$ cat config.mk
export PLATFORM = sky130hd
export DESIGN_NAME = csr_bus_master
export DESIGN_NICKNAME = d
export VERILOG_FILES = /design/src/rtl/csr_bus_master.sv
export SDC_FILE = /design/constraint.sdc
export NUM_CORES = 1
export LEC_CHECK = 0
export ABC_AREA = 1
export CORE_ASPECT_RATIO = 0.7
export CORE_MARGIN = 3
export CORE_UTILIZATION = 52
export DETAILED_ROUTE_END_ITERATION = 16
export PLACE_DENSITY = 0.85
export SLEW_MARGIN = 20
export SYNTH_ARGS = -nofsm -noshare
export SYNTH_HDL_FRONTEND = slang
export SYNTH_SLANG_ARGS = --single-unit
$ cat constraint.sdc
create_clock -name reg_clk_i -period 13.51 [get_ports reg_clk_i]
set_input_delay 2.702 -clock reg_clk_i [delete_from_list [all_inputs] [get_ports reg_clk_i]]
set_output_delay 2.702 -clock reg_clk_i [all_outputs]
set_load 0.005 [all_outputs]
$ cat src/rtl/csr_bus_master.sv
// CSR bus initiator: runs one write / read / read-modify-write command at a time
// as single-cycle register strobes and returns the result over a valid/ready response.
module csr_bus_master #(
  parameter int unsigned ADDR_W     = 8,
  parameter int unsigned DATA_W     = 32,
  parameter int unsigned RD_LATENCY = 1
) (
  input  logic              reg_clk_i,
  input  logic              reg_rst_i,
  input  logic              cmd_valid_i,
  output logic              cmd_ready_o,
  input  logic [1:0]        cmd_op_i,
  input  logic [ADDR_W-1:0] cmd_addr_i,
  input  logic [DATA_W-1:0] cmd_wdata_i,
  input  logic [DATA_W-1:0] cmd_mask_i,
  output logic              rsp_valid_o,
  input  logic              rsp_ready_i,
  output logic [DATA_W-1:0] rsp_rdata_o,
  output logic              rsp_err_o,
  output logic              reg_wr_en_o,
  output logic              reg_rd_en_o,
  output logic [ADDR_W-1:0] reg_addr_o,
  output logic [DATA_W-1:0] reg_wr_data_o,
  input  logic [DATA_W-1:0] reg_rd_data_i,
  output logic              busy_o
);

  typedef enum logic [2:0] {
    S_IDLE,
    S_RD,
    S_WAIT,
    S_WR,
    S_RSP
  } state_t;

  typedef enum logic [1:0] {
    OP_WRITE = 2'b00,
    OP_READ  = 2'b01,
    OP_RMW   = 2'b10,
    OP_RSVD  = 2'b11
  } op_t;

  localparam logic [3:0] LAT = 4'(RD_LATENCY);

  state_t              state_q, state_d;
  op_t                 op_q, op_d;
  logic [3:0]          cnt_q, cnt_d;
  logic [DATA_W-1:0]   wdata_q, wdata_d;
  logic [DATA_W-1:0]   mask_q, mask_d;
  logic [ADDR_W-1:0]   addr_q, addr_d;
  logic [DATA_W-1:0]   wr_data_q, wr_data_d;
  logic [DATA_W-1:0]   rdata_q, rdata_d;
  logic                err_q, err_d;
  logic                rsp_valid_q, rsp_valid_d;
  logic                rd_en_q, rd_en_d;
  logic                wr_en_q, wr_en_d;
  logic                cmd_ready_q, cmd_ready_d;
  logic                busy_q, busy_d;

  // Next-state and next-output logic; every output is the registered image of
  // the state being entered, so strobes coincide with the RD / WR state cycles.
  always_comb begin
    state_d     = state_q;
    op_d        = op_q;
    cnt_d       = cnt_q;
    wdata_d     = wdata_q;
    mask_d      = mask_q;
    addr_d      = addr_q;
    wr_data_d   = wr_data_q;
    rdata_d     = rdata_q;
    err_d       = err_q;
    rsp_valid_d = rsp_valid_q;
    rd_en_d     = 1'b0;
    wr_en_d     = 1'b0;

    unique case (state_q)
      S_IDLE: begin
        if (cmd_valid_i) begin
          op_d    = op_t'(cmd_op_i);
          wdata_d = cmd_wdata_i;
          mask_d  = cmd_mask_i;
          unique case (op_t'(cmd_op_i))
            OP_WRITE: begin
              addr_d    = cmd_addr_i;
              wr_data_d = cmd_wdata_i;
              wr_en_d   = 1'b1;
              rdata_d   = '0;
              err_d     = 1'b0;
              state_d   = S_WR;
            end
            OP_READ, OP_RMW: begin
              addr_d  = cmd_addr_i;
              rd_en_d = 1'b1;
              err_d   = 1'b0;
              state_d = S_RD;
            end
            OP_RSVD: begin
              rdata_d     = '0;
              err_d       = 1'b1;
              rsp_valid_d = 1'b1;
              state_d     = S_RSP;
            end
          endcase
        end
      end
      S_RD: begin
        cnt_d   = LAT;
        state_d = S_WAIT;
      end
      S_WAIT: begin
        if (cnt_q == 4'd1) begin
          cnt_d   = '0;
          rdata_d = reg_rd_data_i;
          if (op_q == OP_RMW) begin
            wr_data_d = (reg_rd_data_i & ~mask_q) | (wdata_q & mask_q);
            wr_en_d   = 1'b1;
            state_d   = S_WR;
          end else begin
            rsp_valid_d = 1'b1;
            state_d     = S_RSP;
          end
        end else begin
          cnt_d = cnt_q - 4'd1;
        end
      end
      S_WR: begin
        rsp_valid_d = 1'b1;
        state_d     = S_RSP;
      end
      S_RSP: begin
        if (rsp_ready_i) begin
          rsp_valid_d = 1'b0;
          state_d     = S_IDLE;
        end
      end
      default: begin
        state_d = S_IDLE;
      end
    endcase

    cmd_ready_d = (state_d == S_IDLE);
    busy_d      = (state_d != S_IDLE);
  end

  // State and output registers; reset drops any in-flight command silently.
  always_ff @(posedge reg_clk_i or posedge reg_rst_i) begin
    if (reg_rst_i) begin
      state_q     <= S_IDLE;
      op_q        <= OP_WRITE;
      cnt_q       <= '0;
      wdata_q     <= '0;
      mask_q      <= '0;
      addr_q      <= '0;
      wr_data_q   <= '0;
      rdata_q     <= '0;
      err_q       <= 1'b0;
      rsp_valid_q <= 1'b0;
      rd_en_q     <= 1'b0;
      wr_en_q     <= 1'b0;
      cmd_ready_q <= 1'b1;
      busy_q      <= 1'b0;
    end else begin
      state_q     <= state_d;
      op_q        <= op_d;
      cnt_q       <= cnt_d;
      wdata_q     <= wdata_d;
      mask_q      <= mask_d;
      addr_q      <= addr_d;
      wr_data_q   <= wr_data_d;
      rdata_q     <= rdata_d;
      err_q       <= err_d;
      rsp_valid_q <= rsp_valid_d;
      rd_en_q     <= rd_en_d;
      wr_en_q     <= wr_en_d;
      cmd_ready_q <= cmd_ready_d;
      busy_q      <= busy_d;
    end
  end

  assign cmd_ready_o   = cmd_ready_q;
  assign rsp_valid_o   = rsp_valid_q;
  assign rsp_rdata_o   = rdata_q;
  assign rsp_err_o     = err_q;
  assign reg_wr_en_o   = wr_en_q;
  assign reg_rd_en_o   = rd_en_q;
  assign reg_addr_o    = addr_q;
  assign reg_wr_data_o = wr_data_q;
  assign busy_o        = busy_q;

endmodule

==> metrics.txt, run 1 <==
# TYPE chip_impl_metric gauge
chip_impl_metric{name="layout-drive-gt1-share",unit=""} 0.0503
chip_impl_info{name="endpoint_kind",value="flip-flop"} 1
chip_impl_metric{name="grt_start_max_net_pins",unit=""} 90
chip_impl_metric{name="cts_hold_repair.buffers",unit=""} 0
chip_impl_metric{name="boundaryPins",unit=""} 188
chip_impl_metric{name="place_congestion",unit=""} 0.843
chip_impl_metric{name="core",unit="um^2"} 12700
chip_impl_metric{name="instances_no_fill",unit=""} 1235
chip_impl_metric{name="yosys_warnings",unit=""} 0
chip_impl_info{name="worst_setup_path_type",value="input pin to flip-flop"} 1
chip_impl_metric{name="relSlewSlack",unit=""} 0.321
chip_impl_metric{name="fp-row-count",unit=""} 34
chip_impl_metric{name="fin_skew",unit="ns"} 0.00713
chip_impl_metric{name="finalSetupViolations",unit=""} 0
chip_impl_metric{name="drt_first_pass_iters",unit=""} 5
chip_impl_metric{name="clock_transition_at_the_registers_of_the_reported_paths",unit="ns"} 0.06
chip_impl_metric{name="dp.cells",unit=""} 1203
chip_impl_info{name="clock-root-buffer",value="sky130_fd_sc_hd__clkbuf_16"} 1
chip_impl_metric{name="final_worst_setup_slack",unit="ns"} 8.46
chip_impl_metric{name="crit_required",unit="ns"} 13.77
chip_impl_metric{name="area.growth.synth_to_final",unit="%"} 36.8
chip_impl_metric{name="synth_cells",unit=""} 888
chip_impl_metric{name="grt_antenna_before_repair",unit=""} 0
chip_impl_info{name="hold_path.class",value="flip-flop to flip-flop"} 1
chip_impl_metric{name="critPathArrivalTime",unit="ns"} 5.30
chip_impl_info{name="cts_tree",value="built"} 1
chip_impl_metric{name="htree_num_levels",unit=""} 4
chip_impl_metric{name="timing.critical_path.fanout_max",unit=""} 78
chip_impl_metric{name="dpl_worst_slack",unit="ns"} 7.76
chip_impl_metric{name="dieWidth",unit="um"} 144
chip_impl_metric{name="yosys.area.top_type_share",unit=""} 0.542
chip_impl_info{name="synth_top_area_cell",value="sky130_fd_sc_hd__dfrtp_1"} 1
chip_impl_info{name="rsz_0062_raised_after_global_routing",value="no"} 1
chip_impl_metric{name="detail_route.drc_violations",unit=""} 0
chip_impl_info{name="most_used_flip_flop_cell_after_synthesis",value="sky130_fd_sc_hd__dfrtp_1"} 1
chip_impl_metric{name="cts_resized",unit=""} 0
chip_impl_metric{name="dp.final_hpwl",unit="um"} 12600
chip_impl_metric{name="finalWirelength",unit="um"} 19400
chip_impl_metric{name="power-per-cell-area",unit="nW/um^2"} 215
chip_impl_info{name="netlist_top_cells_area",value="sky130_fd_sc_hd__dfrtp_1, sky130_fd_sc_hd__nand2_1, sky130_fd_sc_hd__o21ai_0, sky130_fd_sc_hd__inv_1, sky130_fd_sc_hd__nand3_1"} 1
chip_impl_metric{name="first_global_vias",unit=""} 6240
chip_impl_metric{name="seq_total_area_yosys",unit=""} 0.546
chip_impl_metric{name="die_h",unit="um"} 103
chip_impl_metric{name="timing.max_cap.violations",unit=""} 0
chip_impl_metric{name="mappedNetlistNets",unit=""} 1004
chip_impl_metric{name="worst_hold_slack",unit="ns"} 0.485
chip_impl_metric{name="post_dp_cell_area",unit="um^2"} 8860
chip_impl_metric{name="period_minus_slack",unit="ns"} 5.05
chip_impl_metric{name="synth_cell_types",unit=""} 22
chip_impl_metric{name="grt.overflow.total",unit=""} 0
chip_impl_metric{name="irDropWorstVdd",unit="uV"} 128
chip_impl_metric{name="floorplan.initialDensity",unit=""} 0.544
chip_impl_metric{name="antenna_cells",unit=""} 0
chip_impl_metric{name="cts.path.max_buffers",unit=""} 2
chip_impl_info{name="timing.critical_path.from_type",value="input pin"} 1
chip_impl_metric{name="worst_slew_pin_slew",unit="ns"} 1.02
chip_impl_metric{name="fin_tns_setup",unit="ns"} 0
chip_impl_metric{name="fin_area",unit="um^2"} 9480
chip_impl_metric{name="route.vias.total",unit=""} 6452
chip_impl_metric{name="ys_async_sr_fraction",unit=""} 1.00
chip_impl_metric{name="synth_edf_count",unit=""} 0
chip_impl_metric{name="postCtsSetupRepairBufs",unit=""} 0
chip_impl_metric{name="count_of_state_elements_after_synthesis",unit=""} 151
chip_impl_info{name="synthTopCellsByCount",value="sky130_fd_sc_hd__nand2_1, sky130_fd_sc_hd__dfrtp_1, sky130_fd_sc_hd__o21ai_0, sky130_fd_sc_hd__inv_1, sky130_fd_sc_hd__nand3_1"} 1
chip_impl_metric{name="die_outline_area",unit="um^2"} 14800
chip_impl_metric{name="utilization",unit=""} 0.745
chip_impl_metric{name="highest_clock_rate",unit="GHz"} 0.198
chip_impl_info{name="status",value="finished, final reports clean"} 1
chip_impl_metric{name="grt_first_pass_wirelength",unit="um"} 30800
chip_impl_metric{name="final.period_utilization",unit=""} 0.374
chip_impl_metric{name="cellLeakagePower",unit="nW"} 4.80
chip_impl_metric{name="total_routing_usage_gr",unit=""} 0.269
chip_impl_info{name="most_common_cell_in_the_netlist",value="sky130_fd_sc_hd__nand2_1"} 1
chip_impl_metric{name="later_pin_clock_latency_in_the_skew_report",unit="ns"} 0.42
chip_impl_metric{name="number_of_sinks_on_the_clock_net",unit=""} 151
chip_impl_metric{name="syn_avg_cell_area",unit="um^2"} 7.80
chip_impl_metric{name="final_hold_viol_count",unit=""} 0
chip_impl_metric{name="drt_first_iter_violations",unit=""} 482
chip_impl_metric{name="synth.cell_area",unit="um^2"} 6930
chip_impl_metric{name="port_buffers",unit=""} 187
chip_impl_metric{name="tritoncts.num_buffers",unit=""} 17
chip_impl_metric{name="layout.nets",unit=""} 1176
chip_impl_metric{name="post-layout-total-power",unit="mW"} 2.04
chip_impl_metric{name="detail-route-antenna-nets",unit=""} 0
chip_impl_metric{name="vias_per_cell",unit=""} 5.22
chip_impl_metric{name="avgRoutedWirePerCell",unit="um"} 15.7
chip_impl_metric{name="final_max_slew_viol_count",unit=""} 0
-- registers in the layout, summed over array words and instances, names as in the netlist --
name	cells
reg_rd_en_o	1
busy_o	1
reg_addr_o	8
op_q	2
reg_wr_data_o	32
mask_q	32
cnt_q	4
state_q	3
cmd_ready_o	1
reg_wr_en_o	1
rsp_valid_o	1
wdata_q	32
rsp_rdata_o	32
rsp_err_o	1
-- worst paths after layout --
check                         startpoint       endpoint  slack, ns  cells past startpoint
max                          cmd_valid_i    wdata_q[15]       8.46                      7
min                        reg_addr_o[6]  reg_addr_o[6]       0.49                      2
max reg2reg                   state_q[0]    wdata_q[15]      10.63                      7
min reg2reg                reg_addr_o[6]  reg_addr_o[6]       0.49                      2
max in group asynchronous      reg_rst_i    wdata_q[23]       9.38                      3
min in group asynchronous      reg_rst_i     wdata_q[3]       2.82                      2
-- where the power goes --
group	switching, mW	internal, mW
Clock	0.192	0.297
Sequential	0.125	0.651
Combinational	0.429	0.343
-- final cells by class --
type,instances,area [um^2]
clock buffer,18,439
clock inverter,14,174
fill,943,3240
inverter,88,335
multi-input combinational,608,2620
sequential,151,3780
tap,162,203
timing repair buffer,194,1920
-- layout by cell type, fill, tap and decap left out --
master                            netlist  layout
sky130_fd_sc_hd__nor2_4                 4       4
sky130_fd_sc_hd__clkinvlp_4             0       4
sky130_fd_sc_hd__nor2_2                 1       1
sky130_fd_sc_hd__a21oi_1                2       2
sky130_fd_sc_hd__dfrtp_1              150     150
sky130_fd_sc_hd__o22ai_1                2       2
sky130_fd_sc_hd__o21ai_0              119     119
sky130_fd_sc_hd__inv_2                  4       4
sky130_fd_sc_hd__nand3_1               41      41
sky130_fd_sc_hd__clkbuf_8               0       1
sky130_fd_sc_hd__clkinv_4               0       2
sky130_fd_sc_hd__nand2_2                2       4
sky130_fd_sc_hd__o21ai_1               15      15
sky130_fd_sc_hd__clkdlybuf4s50_1        0     187
sky130_fd_sc_hd__xor2_1                 1       1
sky130_fd_sc_hd__buf_4                  1       7
sky130_fd_sc_hd__clkbuf_16              0      17
sky130_fd_sc_hd__bufinv_16              0       3
sky130_fd_sc_hd__dfstp_2                1       1
sky130_fd_sc_hd__nand2_1              373     371
sky130_fd_sc_hd__clkinv_2               0       2
sky130_fd_sc_hd__inv_1                 84      83
sky130_fd_sc_hd__nor2_1                38      38
sky130_fd_sc_hd__nand4_1                3       3
sky130_fd_sc_hd__ha_1                   6       6
sky130_fd_sc_hd__xnor2_1                1       1
sky130_fd_sc_hd__inv_6                  0       4
-- logic make-up after synthesis --
| group | share of synthesized area |
|---|---|
| adder cells (fa/ha/maj) | 0.0108 |
| flip-flops | 0.546 |
| XOR/XNOR | 0.00253 |
| buffers and inverters | 0.0764 |
| AO/OA/AOI/OAI | 0.100 |
| AND/OR/NAND/NOR | 0.264 |
-- critical path, stage by stage --
cell and delay [ns]:
sky130_fd_sc_hd__clkdlybuf4s50_1 0.55, sky130_fd_sc_hd__inv_1 0.11, sky130_fd_sc_hd__nor2_4 0.80, sky130_fd_sc_hd__inv_2 0.37, sky130_fd_sc_hd__buf_4 0.45, sky130_fd_sc_hd__nand2_1 0.16
sky130_fd_sc_hd__o21ai_0 0.11
-- routing by layer --
layer / GRT usage / up-vias / part of all wire
met4: 0.0774 / 0 / 0.012
met3: 0.0779 / 22 / 0.10
met2: 0.441 / 300 / 0.46
li1: - / 3105 / -
met5: 0 / - / 0
met1: 0.354 / 3025 / 0.42
Power figures use the tool's default switching activity.
==> run 2: changes to the inputs <==
--- a/config.mk
+++ b/config.mk
@@ -8,9 +8,9 @@
 export ABC_AREA = 1
 export CORE_ASPECT_RATIO = 0.7
 export CORE_MARGIN = 3
-export CORE_UTILIZATION = 52
+export CORE_UTILIZATION = 49
 export DETAILED_ROUTE_END_ITERATION = 16
-export PLACE_DENSITY = 0.85
+export PLACE_DENSITY = 0.81
 export SLEW_MARGIN = 20
 export SYNTH_ARGS = -nofsm -noshare
 export SYNTH_HDL_FRONTEND = slang
==> constraint.sdc (replaced) <==
create_clock -name reg_clk_i -period 5.2 [get_ports reg_clk_i]
set_input_delay 1.04 -clock reg_clk_i [delete_from_list [all_inputs] [get_ports reg_clk_i]]
set_output_delay 1.04 -clock reg_clk_i [all_outputs]
set_load 0.005 [all_outputs]
==> run 2 against run 1 <==
Effect of this change:
- first-iteration DRC count is 13% lower
- count of clock-buffer cells in the layout fell by 1
- largest power group unchanged
- utilization decreased by 4.0 points
- routed wire length up 0.64%
- largest cell class unchanged
- sequential power rose to 2.6 times the previous value
- sequential share of layout area shrank 0.16 points
- combinational power rose to 2.6 times the previous value
- via count fell by 1.4%
- non-clock buffer count rose by 4
- flip-flop and latch count did not move
- register-to-register slack got worse by 8.1 ns
==> metrics.txt, run 2 (synthesis gave the netlist of run 1 again) <==
# TYPE chip_impl_metric gauge
chip_impl_metric{name="area.growth.synth_to_final",unit="%"} 37.4
chip_impl_info{name="endpoint",value="rsp_rdata_o[8]"} 1
chip_impl_metric{name="cts_resized",unit=""} 0
chip_impl_metric{name="power_frac_comb",unit=""} 0.382
chip_impl_metric{name="timing.critical_path.fanout_max",unit=""} 33
chip_impl_metric{name="tritoncts.num_buffers",unit=""} 17
chip_impl_info{name="worst_setup_path_type",value="input pin to flip-flop"} 1
chip_impl_metric{name="place_congestion",unit=""} 0.877
chip_impl_info{name="layout_commonest_cell",value="sky130_fd_sc_hd__nand2_1"} 1
chip_impl_metric{name="htree_num_levels",unit=""} 4
chip_impl_metric{name="power_switching_share",unit=""} 0.370
chip_impl_metric{name="drt_first_iter_violations",unit=""} 420
chip_impl_metric{name="p_clk_frac",unit=""} 0.235
chip_impl_metric{name="antenna_cells",unit=""} 0
chip_impl_metric{name="irDropWorstVdd",unit="uV"} 347
chip_impl_metric{name="critPathArrivalTime",unit="ns"} 3.28
chip_impl_metric{name="dp.final_hpwl",unit="um"} 13300
chip_impl_metric{name="layout-drive-gt1-share",unit=""} 0.0520
chip_impl_metric{name="total_switching_power",unit="mW"} 1.94
chip_impl_metric{name="final_max_slew_viol_count",unit=""} 0
chip_impl_metric{name="nFillCells",unit=""} 1099
chip_impl_metric{name="relSlewSlack",unit=""} 0.396
chip_impl_metric{name="clock_transition_at_the_registers_of_the_reported_paths",unit="ns"} 0.06
chip_impl_metric{name="p_int",unit="mW"} 3.31
chip_impl_metric{name="grt_first_pass_wirelength",unit="um"} 31000
chip_impl_info{name="rsz_0062_raised_after_global_routing",value="no"} 1
chip_impl_info{name="hold_path.class",value="flip-flop to flip-flop"} 1
chip_impl_metric{name="finalSetupViolations",unit=""} 0
chip_impl_metric{name="floorplan.initialDensity",unit=""} 0.513
chip_impl_metric{name="die_h",unit="um"} 105
chip_impl_info{name="r2r-end",value="reg_wr_data_o[7]"} 1
chip_impl_metric{name="power.share.sequential",unit=""} 0.384
chip_impl_metric{name="later_pin_clock_latency_in_the_skew_report",unit="ns"} 0.42
chip_impl_metric{name="core",unit="um^2"} 13500
chip_impl_info{name="reg2reg_from",value="state_q[2]"} 1
chip_impl_metric{name="timing.reg2reg.worst_path_depth",unit=""} 8
chip_impl_metric{name="vias_per_cell",unit=""} 5.04
chip_impl_metric{name="fp-row-count",unit=""} 35
chip_impl_metric{name="grt_start_max_net_pins",unit=""} 103
chip_impl_metric{name="period_minus_slack",unit="ns"} 2.94
chip_impl_metric{name="highest_clock_rate",unit="GHz"} 0.340
chip_impl_metric{name="worst_slew_pin_slew",unit="ns"} 0.906
chip_impl_info{name="status",value="finished, final reports clean"} 1
chip_impl_metric{name="cts.path.max_buffers",unit=""} 2
chip_impl_metric{name="final_hold_viol_count",unit=""} 0
chip_impl_metric{name="cts_hold_repair.buffers",unit=""} 0
chip_impl_metric{name="detail-route-antenna-nets",unit=""} 0
chip_impl_metric{name="port_buffers",unit=""} 187
chip_impl_metric{name="timing.max_cap.violations",unit=""} 0
chip_impl_metric{name="final.period_utilization",unit=""} 0.565
chip_impl_metric{name="finalWirelength",unit="um"} 19500
chip_impl_metric{name="route.vias.total",unit=""} 6364
chip_impl_metric{name="boundaryPins",unit=""} 188
chip_impl_metric{name="power-per-cell-area",unit="nW/um^2"} 552
chip_impl_metric{name="reg2reg_slack",unit="ns"} 2.58
chip_impl_info{name="cts_tree",value="built"} 1
chip_impl_metric{name="post-layout-total-power",unit="mW"} 5.25
chip_impl_metric{name="crit_required",unit="ns"} 5.55
chip_impl_info{name="endpoint_kind",value="flip-flop"} 1
chip_impl_metric{name="grt.overflow.total",unit=""} 0
chip_impl_info{name="timing.critical_path.from_type",value="input pin"} 1
chip_impl_metric{name="fin_skew",unit="ns"} 0.0128
chip_impl_metric{name="grt_antenna_before_repair",unit=""} 0
chip_impl_metric{name="detail_route.drc_violations",unit=""} 0
chip_impl_metric{name="drt_first_pass_iters",unit=""} 5
chip_impl_metric{name="fin_tns_setup",unit="ns"} 0
chip_impl_metric{name="total_routing_usage_gr",unit=""} 0.250
chip_impl_info{name="clock-root-buffer",value="sky130_fd_sc_hd__clkbuf_16"} 1
chip_impl_metric{name="layout.nets",unit=""} 1180
chip_impl_info{name="most-common-layout-cells",value="sky130_fd_sc_hd__nand2_1, sky130_fd_sc_hd__clkdlybuf4s50_1, sky130_fd_sc_hd__dfrtp_1, sky130_fd_sc_hd__o21ai_0, sky130_fd_sc_hd__inv_1"} 1
chip_impl_metric{name="number_of_sinks_on_the_clock_net",unit=""} 151
chip_impl_metric{name="die_outline_area",unit="um^2"} 15600
chip_impl_info{name="worst_setup_path_startpoint",value="cmd_op_i[0]"} 1
chip_impl_metric{name="postCtsSetupRepairBufs",unit=""} 0
chip_impl_metric{name="avgRoutedWirePerCell",unit="um"} 15.4
chip_impl_metric{name="cellLeakagePower",unit="nW"} 4.82
chip_impl_metric{name="first_global_vias",unit=""} 6048
chip_impl_metric{name="dieWidth",unit="um"} 148
-- run 2: layout make-up --
cell class	count	area, um^2	share of cell area
Multi-Input combinational cell	608	2620	0.275
Inverter	88	335	0.0352
Timing Repair Buffer	198	1950	0.205
Clock inverter	15	168	0.0176
Tap cell	185	231	0.0243
Clock buffer	17	425	0.0447
Sequential cell	151	3780	0.397
-- run 2: through the flow --
| step | hold WS [ns] | cells | utilization | instance area (um^2) | setup WS (ns) |
|---|---|---|---|---|---|
| 2_1_floorplan | 0.453 | 888 | - | 6930 | 0.0969 |
| 3_3_place_gp | 0.453 | 1230 | 0.662 | 8920 | 1.94 |
| 3_5_place_dp | 0.459 | 1230 | 0.662 | 8920 | 1.84 |
| 4_1_cts | 0.475 | 1262 | 0.705 | 9520 | 2.25 |
| 5_1_grt | 0.493 | 1262 | 0.705 | 9520 | 2.09 |
| 6_report | 0.468 | 1262 | 0.705 | 9520 | 2.26 |
-- run 2: worst min path at each step --
stage | startpoint | end | slack [ns] | cells after the start
floorplan | wdata_q[10] | wdata_q[10] | 0.45 | 2
global placement | reg_addr_o[2] | reg_addr_o[2] | 0.45 | 2
finish | rsp_err_o | rsp_err_o | 0.47 | 2
global route | reg_addr_o[0] | reg_addr_o[0] | 0.49 | 2
CTS | rsp_err_o | rsp_err_o | 0.47 | 2
detailed placement | rsp_err_o | rsp_err_o | 0.46 | 2
-- run 2: per-layer routing --
layer  wire length, um  GRT usage  vias up
met2              8480      0.380      268
met1              8460      0.345     2948
met4               335     0.0732        0
li1                  -          -     3117
met5                 0          0        -
met3              2210     0.0804       31
-- run 2: power groups by stage --
| stage | Combinational (mW) | Sequential (mW) | Clock (mW) |
|---|---|---|---|
| 4_1_cts | 2.02 | 2.01 | 1.25 |
| 3_3_place_gp | 1.94 | 2.00 | 0 |
| 3_5_place_dp | 2.00 | 2.01 | 0 |
| 2_1_floorplan | 1.12 | 1.97 | 0 |
| 6_report | 2.01 | 2.02 | 1.23 |
| 5_1_grt | 2.25 | 2.07 | 1.30 |
-- run 2: worst max-delay path, stage by stage --
cell and delay, ns:
sky130_fd_sc_hd__clkdlybuf4s50_1 0.54, sky130_fd_sc_hd__inv_1 0.08, sky130_fd_sc_hd__ha_1 0.31, sky130_fd_sc_hd__a21oi_1 0.16, sky130_fd_sc_hd__nand2_1 0.07, sky130_fd_sc_hd__buf_4 0.24
sky130_fd_sc_hd__nor2_4 0.60, sky130_fd_sc_hd__nand2_1 0.13, sky130_fd_sc_hd__nand2_1 0.10
==> run 3: changes to the inputs <==
==> constraint.sdc (replaced) <==
create_clock -name reg_clk_i -period 3 [get_ports reg_clk_i]
set_input_delay 0.6 -clock reg_clk_i [delete_from_list [all_inputs] [get_ports reg_clk_i]]
set_output_delay 0.6 -clock reg_clk_i [all_outputs]
set_load 0.005 [all_outputs]
==> run 3 against run 2 <==
Effect of this change:
- register-to-register slack worse by 1.9 ns
- count of clock-buffer cells in the layout up 3
- utilization up 0.60 points
- first-iteration DRC count up 35%
- via count up 1.3%
- critical path type is now flip-flop to flip-flop
- highest routed layer is now met5
==> metrics.txt, run 3 (synthesis gave the netlist of run 1 again) <==
# TYPE chip_impl_metric gauge
chip_impl_metric{name="grt_antenna_before_repair",unit=""} 1
chip_impl_metric{name="timing.critical_path.fanout_max",unit=""} 37
chip_impl_metric{name="p_clk_frac",unit=""} 0.234
chip_impl_metric{name="layout-drive-gt1-share",unit=""} 0.0546
chip_impl_metric{name="drt_first_pass_iters",unit=""} 6
chip_impl_metric{name="worst_slew_pin_slew",unit="ns"} 0.727
chip_impl_metric{name="layout.nets",unit=""} 1184
chip_impl_metric{name="tritoncts.num_buffers",unit=""} 17
chip_impl_metric{name="boundaryPins",unit=""} 188
chip_impl_metric{name="power_switching_share",unit=""} 0.366
chip_impl_metric{name="utilization",unit=""} 0.712
chip_impl_info{name="cts_tree",value="built"} 1
chip_impl_metric{name="relSlewSlack",unit=""} 0.514
chip_impl_metric{name="finalWirelength",unit="um"} 19500
chip_impl_metric{name="timing.max_cap.violations",unit=""} 0
chip_impl_metric{name="cts_resized",unit=""} 0
chip_impl_metric{name="cts.path.max_buffers",unit=""} 2
chip_impl_info{name="endpoint_kind",value="flip-flop"} 1
chip_impl_metric{name="antenna_cells",unit=""} 0
chip_impl_metric{name="irDropWorstVdd",unit="uV"} 552
chip_impl_metric{name="detail-route-antenna-nets",unit=""} 0
chip_impl_metric{name="total_routing_usage_gr",unit=""} 0.254
chip_impl_metric{name="number_of_sinks_on_the_clock_net",unit=""} 151
chip_impl_info{name="layout_commonest_cell",value="sky130_fd_sc_hd__nand2_1"} 1
chip_impl_metric{name="clock_transition_at_the_registers_of_the_reported_paths",unit="ns"} 0.06
chip_impl_metric{name="cts_hold_repair.buffers",unit=""} 0
chip_impl_info{name="status",value="finished, final reports clean"} 1
chip_impl_info{name="clock-root-buffer",value="sky130_fd_sc_hd__clkbuf_16"} 1
chip_impl_metric{name="grt_met2_use",unit=""} 0.395
chip_impl_metric{name="use_met3",unit=""} 0.0692
chip_impl_metric{name="place_congestion",unit=""} 0.869
chip_impl_metric{name="postCtsSetupRepairBufs",unit=""} 0
chip_impl_metric{name="dp.final_hpwl",unit="um"} 13600
chip_impl_metric{name="final_hold_viol_count",unit=""} 0
chip_impl_metric{name="route.vias.total",unit=""} 6445
chip_impl_metric{name="final.period_utilization",unit=""} 0.781
chip_impl_metric{name="floorplan.initialDensity",unit=""} 0.513
chip_impl_info{name="worst_setup_path_type",value="flip-flop to flip-flop"} 1
chip_impl_metric{name="critPathArrivalTime",unit="ns"} 2.64
chip_impl_metric{name="first_global_vias",unit=""} 6220
chip_impl_metric{name="p_int",unit="mW"} 5.83
chip_impl_metric{name="fin_tns_setup",unit="ns"} 0
chip_impl_metric{name="gr-usage-met1",unit=""} 0.360
chip_impl_metric{name="die_outline_area",unit="um^2"} 15600
chip_impl_metric{name="grt.overflow.total",unit=""} 0
chip_impl_metric{name="fin_skew",unit="ns"} 0.0113
chip_impl_metric{name="power_frac_comb",unit=""} 0.387
chip_impl_metric{name="core",unit="um^2"} 13500
chip_impl_metric{name="grt_first_pass_wirelength",unit="um"} 31700
chip_impl_info{name="busiest_layer_in_global_routing",value="met2"} 1
chip_impl_metric{name="power.share.sequential",unit=""} 0.379
chip_impl_metric{name="highest_clock_rate",unit="GHz"} 0.427
chip_impl_metric{name="area.growth.synth_to_final",unit="%"} 38.6
chip_impl_metric{name="crit_required",unit="ns"} 3.30
chip_impl_metric{name="vias_per_cell",unit=""} 5.09
chip_impl_info{name="timing.critical_path.from_type",value="flip-flop"} 1
chip_impl_metric{name="die_h",unit="um"} 105
chip_impl_metric{name="htree_num_levels",unit=""} 4
chip_impl_metric{name="final_max_slew_viol_count",unit=""} 0
chip_impl_metric{name="drt_first_iter_violations",unit=""} 565
chip_impl_metric{name="finalSetupViolations",unit=""} 0
chip_impl_metric{name="fp-row-count",unit=""} 35
chip_impl_info{name="rsz_0062_raised_after_global_routing",value="no"} 1
chip_impl_metric{name="avgRoutedWirePerCell",unit="um"} 15.4
chip_impl_metric{name="total_switching_power",unit="mW"} 3.36
chip_impl_info{name="most-common-layout-cells",value="sky130_fd_sc_hd__nand2_1, sky130_fd_sc_hd__clkdlybuf4s50_1, sky130_fd_sc_hd__dfrtp_1, sky130_fd_sc_hd__o21ai_0, sky130_fd_sc_hd__inv_1"} 1
chip_impl_metric{name="later_pin_clock_latency_in_the_skew_report",unit="ns"} 0.41
chip_impl_metric{name="power-per-cell-area",unit="nW/um^2"} 958
chip_impl_metric{name="grt_start_max_net_pins",unit=""} 100
chip_impl_info{name="hold_path.class",value="flip-flop to flip-flop"} 1
chip_impl_metric{name="period_minus_slack",unit="ns"} 2.34
chip_impl_metric{name="dieWidth",unit="um"} 148
chip_impl_metric{name="detail_route.drc_violations",unit=""} 0
chip_impl_metric{name="cellLeakagePower",unit="nW"} 4.85
chip_impl_metric{name="port_buffers",unit=""} 187
==> run 3: cell count changes in the layout (fill, tap and decap cells not counted), sizes merged <==
cell,delta
buf,+4
clkinvlp,+3
inv,-3
clkbuf,+3
clkinv,-3
==> run 3: routing by layer <==
layer | vias to the layer above | routed length [um]
met2 | 286 | 8690
li1 | 3126 | -
met4 | 2 | 160
met5 | - | 9
met1 | 3013 | 8510
met3 | 18 | 2140
==> run 3: stage by stage <==
stage | instance area (um^2) | hold WS [ns] | worst slack, ns | instances | power (mW)
3_5_place_dp | 9000 | 0.457 | 0.521 | 1234 | 7.03
5_1_grt | 9600 | 0.491 | 0.476 | 1266 | 9.84
2_1_floorplan | 6930 | 0.453 | 0.498 | 888 | 5.35
3_3_place_gp | 9000 | 0.453 | 0.625 | 1234 | 6.91
4_1_cts | 9600 | 0.473 | 0.684 | 1266 | 9.21
6_report | 9600 | 0.468 | 0.656 | 1266 | 9.19
==> run 3: final cells by class <==
class | count | area, um^2
fillers | 1072 | 3890
flip-flops and latches | 151 | 3780
multi-input cells | 608 | 2620
repair buffers | 202 | 2030
clock buffers | 20 | 457
inverters | 88 | 334
well taps | 185 | 231
clock inverters | 12 | 139
==> run 3: power groups by stage <==
stage / combinational, mW / clock, mW / sequential [mW]
floorplan: 1.93 / 0 / 3.42
global placement: 3.43 / 0 / 3.47
detailed placement: 3.54 / 0 / 3.49
CTS: 3.57 / 2.17 / 3.48
global route: 4.00 / 2.25 / 3.59
finish: 3.55 / 2.15 / 3.48
==> run 3: critical path: stages, from the launching register on <==
cell	delay, ns
sky130_fd_sc_hd__dfrtp_1	0.41
sky130_fd_sc_hd__inv_2	0.14
sky130_fd_sc_hd__nand2_2	0.10
sky130_fd_sc_hd__nor2_4	0.11
sky130_fd_sc_hd__buf_4	0.35
sky130_fd_sc_hd__nand2_1	0.16
sky130_fd_sc_hd__inv_2	0.48
sky130_fd_sc_hd__nor2_4	0.12
sky130_fd_sc_hd__buf_12	0.19
sky130_fd_sc_hd__nand2_1	0.08
sky130_fd_sc_hd__nand2_1	0.06
==> run 3: path summary, 6_finish.rpt <==
kind / start / depth (start not counted) / slack (ns) / end
hold / removal: reg_addr_o[2] / 2 / 0.47 / reg_addr_o[2]
hold reg to reg: reg_addr_o[2] / 2 / 0.47 / reg_addr_o[2]
setup reg to reg: state_q[2] / 10 / 0.66 / rsp_rdata_o[20]
setup / recovery: state_q[2] / 10 / 0.66 / rsp_rdata_o[20]
min in group asynchronous: reg_rst_i / 2 / 0.56 / reg_wr_data_o[3]
max in group asynchronous: reg_rst_i / 3 / 1.72 / cmd_ready_o
==> patch, RTL diff (config.mk and constraints of run 3) <==
Change the parameter `ADDR_W` from 8 to 10.
--- a/src/rtl/csr_bus_master.sv
+++ b/src/rtl/csr_bus_master.sv
@@ -1,7 +1,7 @@
 // CSR bus initiator: runs one write / read / read-modify-write command at a time
 // as single-cycle register strobes and returns the result over a valid/ready response.
 module csr_bus_master #(
-  parameter int unsigned ADDR_W     = 8,
+  parameter int unsigned ADDR_W     = 10,
   parameter int unsigned DATA_W     = 32,
   parameter int unsigned RD_LATENCY = 1
 ) (
Interface: changed (resized cmd_addr_i and reg_addr_o); port bits go from 188 to 192. No check against the original RTL was run, so the function may have changed too.
==> patch against run 3 <==
Die area is 0.26% higher. Wire length is 3.4% lower. Total power is 1.1% higher. Non-clock buffer count is 1 lower. Sequential cell count is 2 higher. Worst hold slack better by 4.2 ps. Area after synthesis is 0.27% higher. Setup slack better by 170 ps. Combinational power is 3% higher. Utilization is 0.44 points lower. Register-to-register slack better by 360 ps. Final area is 0.61% lower. Critical path type is now in2reg. Largest cell class unchanged. Highest routed layer is now met4.
==> patch: results (changes against run 3) <==
- Run status: finished, final reports clean
- The depth of the worst register-to-register path came to 9 (-1).
* Maximum number of pins on one net before global-route repair: 70 (-30%)
* Number of antenna violations at the first check in global routing: 0 (-1)
* Final Wtd Congestion: 0.887 (+2.1%)
* GRT met3 Usage: 8.12% (+1.2 points)
- Vias in the first global route: 6262 (+0.68%)
- The post-synthesis sequential area ratio was 55.2% (+0.57 points).
* Met1 Track Usage GR: 33.5% (-2.5 points)
- The overall routed net length was 18900 um (-3.4%).
- Signal arrival time at the worst endpoint: 2470 ps (-170 ps)
- Max Used Layer: met4
- The number of distinct library cells after synthesis was 26 (+18%).
* Net total in the final layout: 1164 (-1.7%)
* Worst slack on hold paths: 472 ps (+4.23 ps)
- The synthesized-area fraction occupied by adder cells came to 1.08% (-0.0029 points).
- Worst slack at placement: 404 ps (-117 ps)
- For hold timing, the worst endpoint is rsp_rdata_o[5].
* GRT Total Usage: 24.8% (-0.67 points)
* Kind of cell with the highest combined delay on the critical path: simple AND/OR/NAND/NOR gates
* Worst r2r src: cnt_q[1]
- Syn Nets: 985 (-1.9%)
* Origin of the worst setup path: cmd_op_i[0]
* VDD IR-drop max: 454 uV (-18%)
* Fraction of final layout cells with drive strength greater than 1: 5.20% (-0.26 points)
* Synthesized-area fraction occupied by ao, oa, aoi and oai cells: 7.78% (-2.2 points)
- The slack of the worst reg-to-reg path is 1020 ps (+360 ps).
- Most instantiated cells after synthesis: sky130_fd_sc_hd__nand2_1 (374), sky130_fd_sc_hd__dfrtp_1 (152), sky130_fd_sc_hd__o21ai_0 (96), sky130_fd_sc_hd__inv_1 (85), sky130_fd_sc_hd__nand3_1 (73)
- Count of fill cells added during filler insertion: 1100 (+2.6%)
- Sorting the synthesized cells by area gives the leading types as sky130_fd_sc_hd__dfrtp_1 (55%), sky130_fd_sc_hd__nand2_1 (20%), sky130_fd_sc_hd__o21ai_0 (6.9%), sky130_fd_sc_hd__nand3_1 (5.3%), sky130_fd_sc_hd__inv_1 (4.6%).
- The number of buffers added on ports is 191 (+2.1%).
- Origin of the worst min-delay path: rsp_rdata_o[5]
- Layout Skew: 14.4 ps (+3.08 ps)
- The highest net fanout along the worst path was 32 (-14%).
* CTS root buffer: sky130_fd_sc_hd__clkbuf_16
- Max Fclk: 459 MHz (+7.6%)
* Slew at the pin closest to its max-slew limit: 755 ps (+28.3 ps)
- Met3 WL post-DR: 1910 um (-10%)
* Iteration-0 DRC count of the detailed router: 457 (-19%)
* Post-detailed-placement half-perimeter wirelength: 12600 um (-6.7%)
- Cell-internal power: 0.00590 W (+1.2%)
- Fraction of synthesized cell area in xor and xnor cells: 0.252% (-0.00068 points)
- The global-route wire length before repair came to 31000 um (-2.1%).
- Overall via count from detail_route: 6203 (-3.8%)
- The number of detailed-route iterations in the first pass came to 4 (-2).
patch: layout make-up:
type / count / area share, %
clock inverter: 12 / 1.48
sequential: 153 / 40.2
multi-input combinational: 584 / 26.8
clock buffer: 19 / 4.54
timing repair buffer: 201 / 21.1
tap: 185 / 2.43
inverter: 89 / 3.54
patch: power groups by stage:
stage	Sequential [W]	Combinational, W	Clock (W)
after floorplan	0.00351	0.00206	0
after global placement	0.00355	0.00351	0
after detailed placement	0.00355	0.00363	0
after CTS	0.00355	0.00366	0.00212
after global routing	0.00367	0.00409	0.00221
final	0.00355	0.00364	0.00210
patch: stage by stage:
step | util [%] | cells | total power (W) | area [um^2]
detailed placement | 66.5 | 1212 | 0.00719 | 8960
global placement | 66.5 | 1212 | 0.00705 | 8960
CTS | 70.7 | 1243 | 0.00933 | 9540
global route | 70.7 | 1243 | 0.00997 | 9540
floorplan | - | 867 | 0.00557 | 6950
finish | 70.7 | 1243 | 0.00929 | 9540
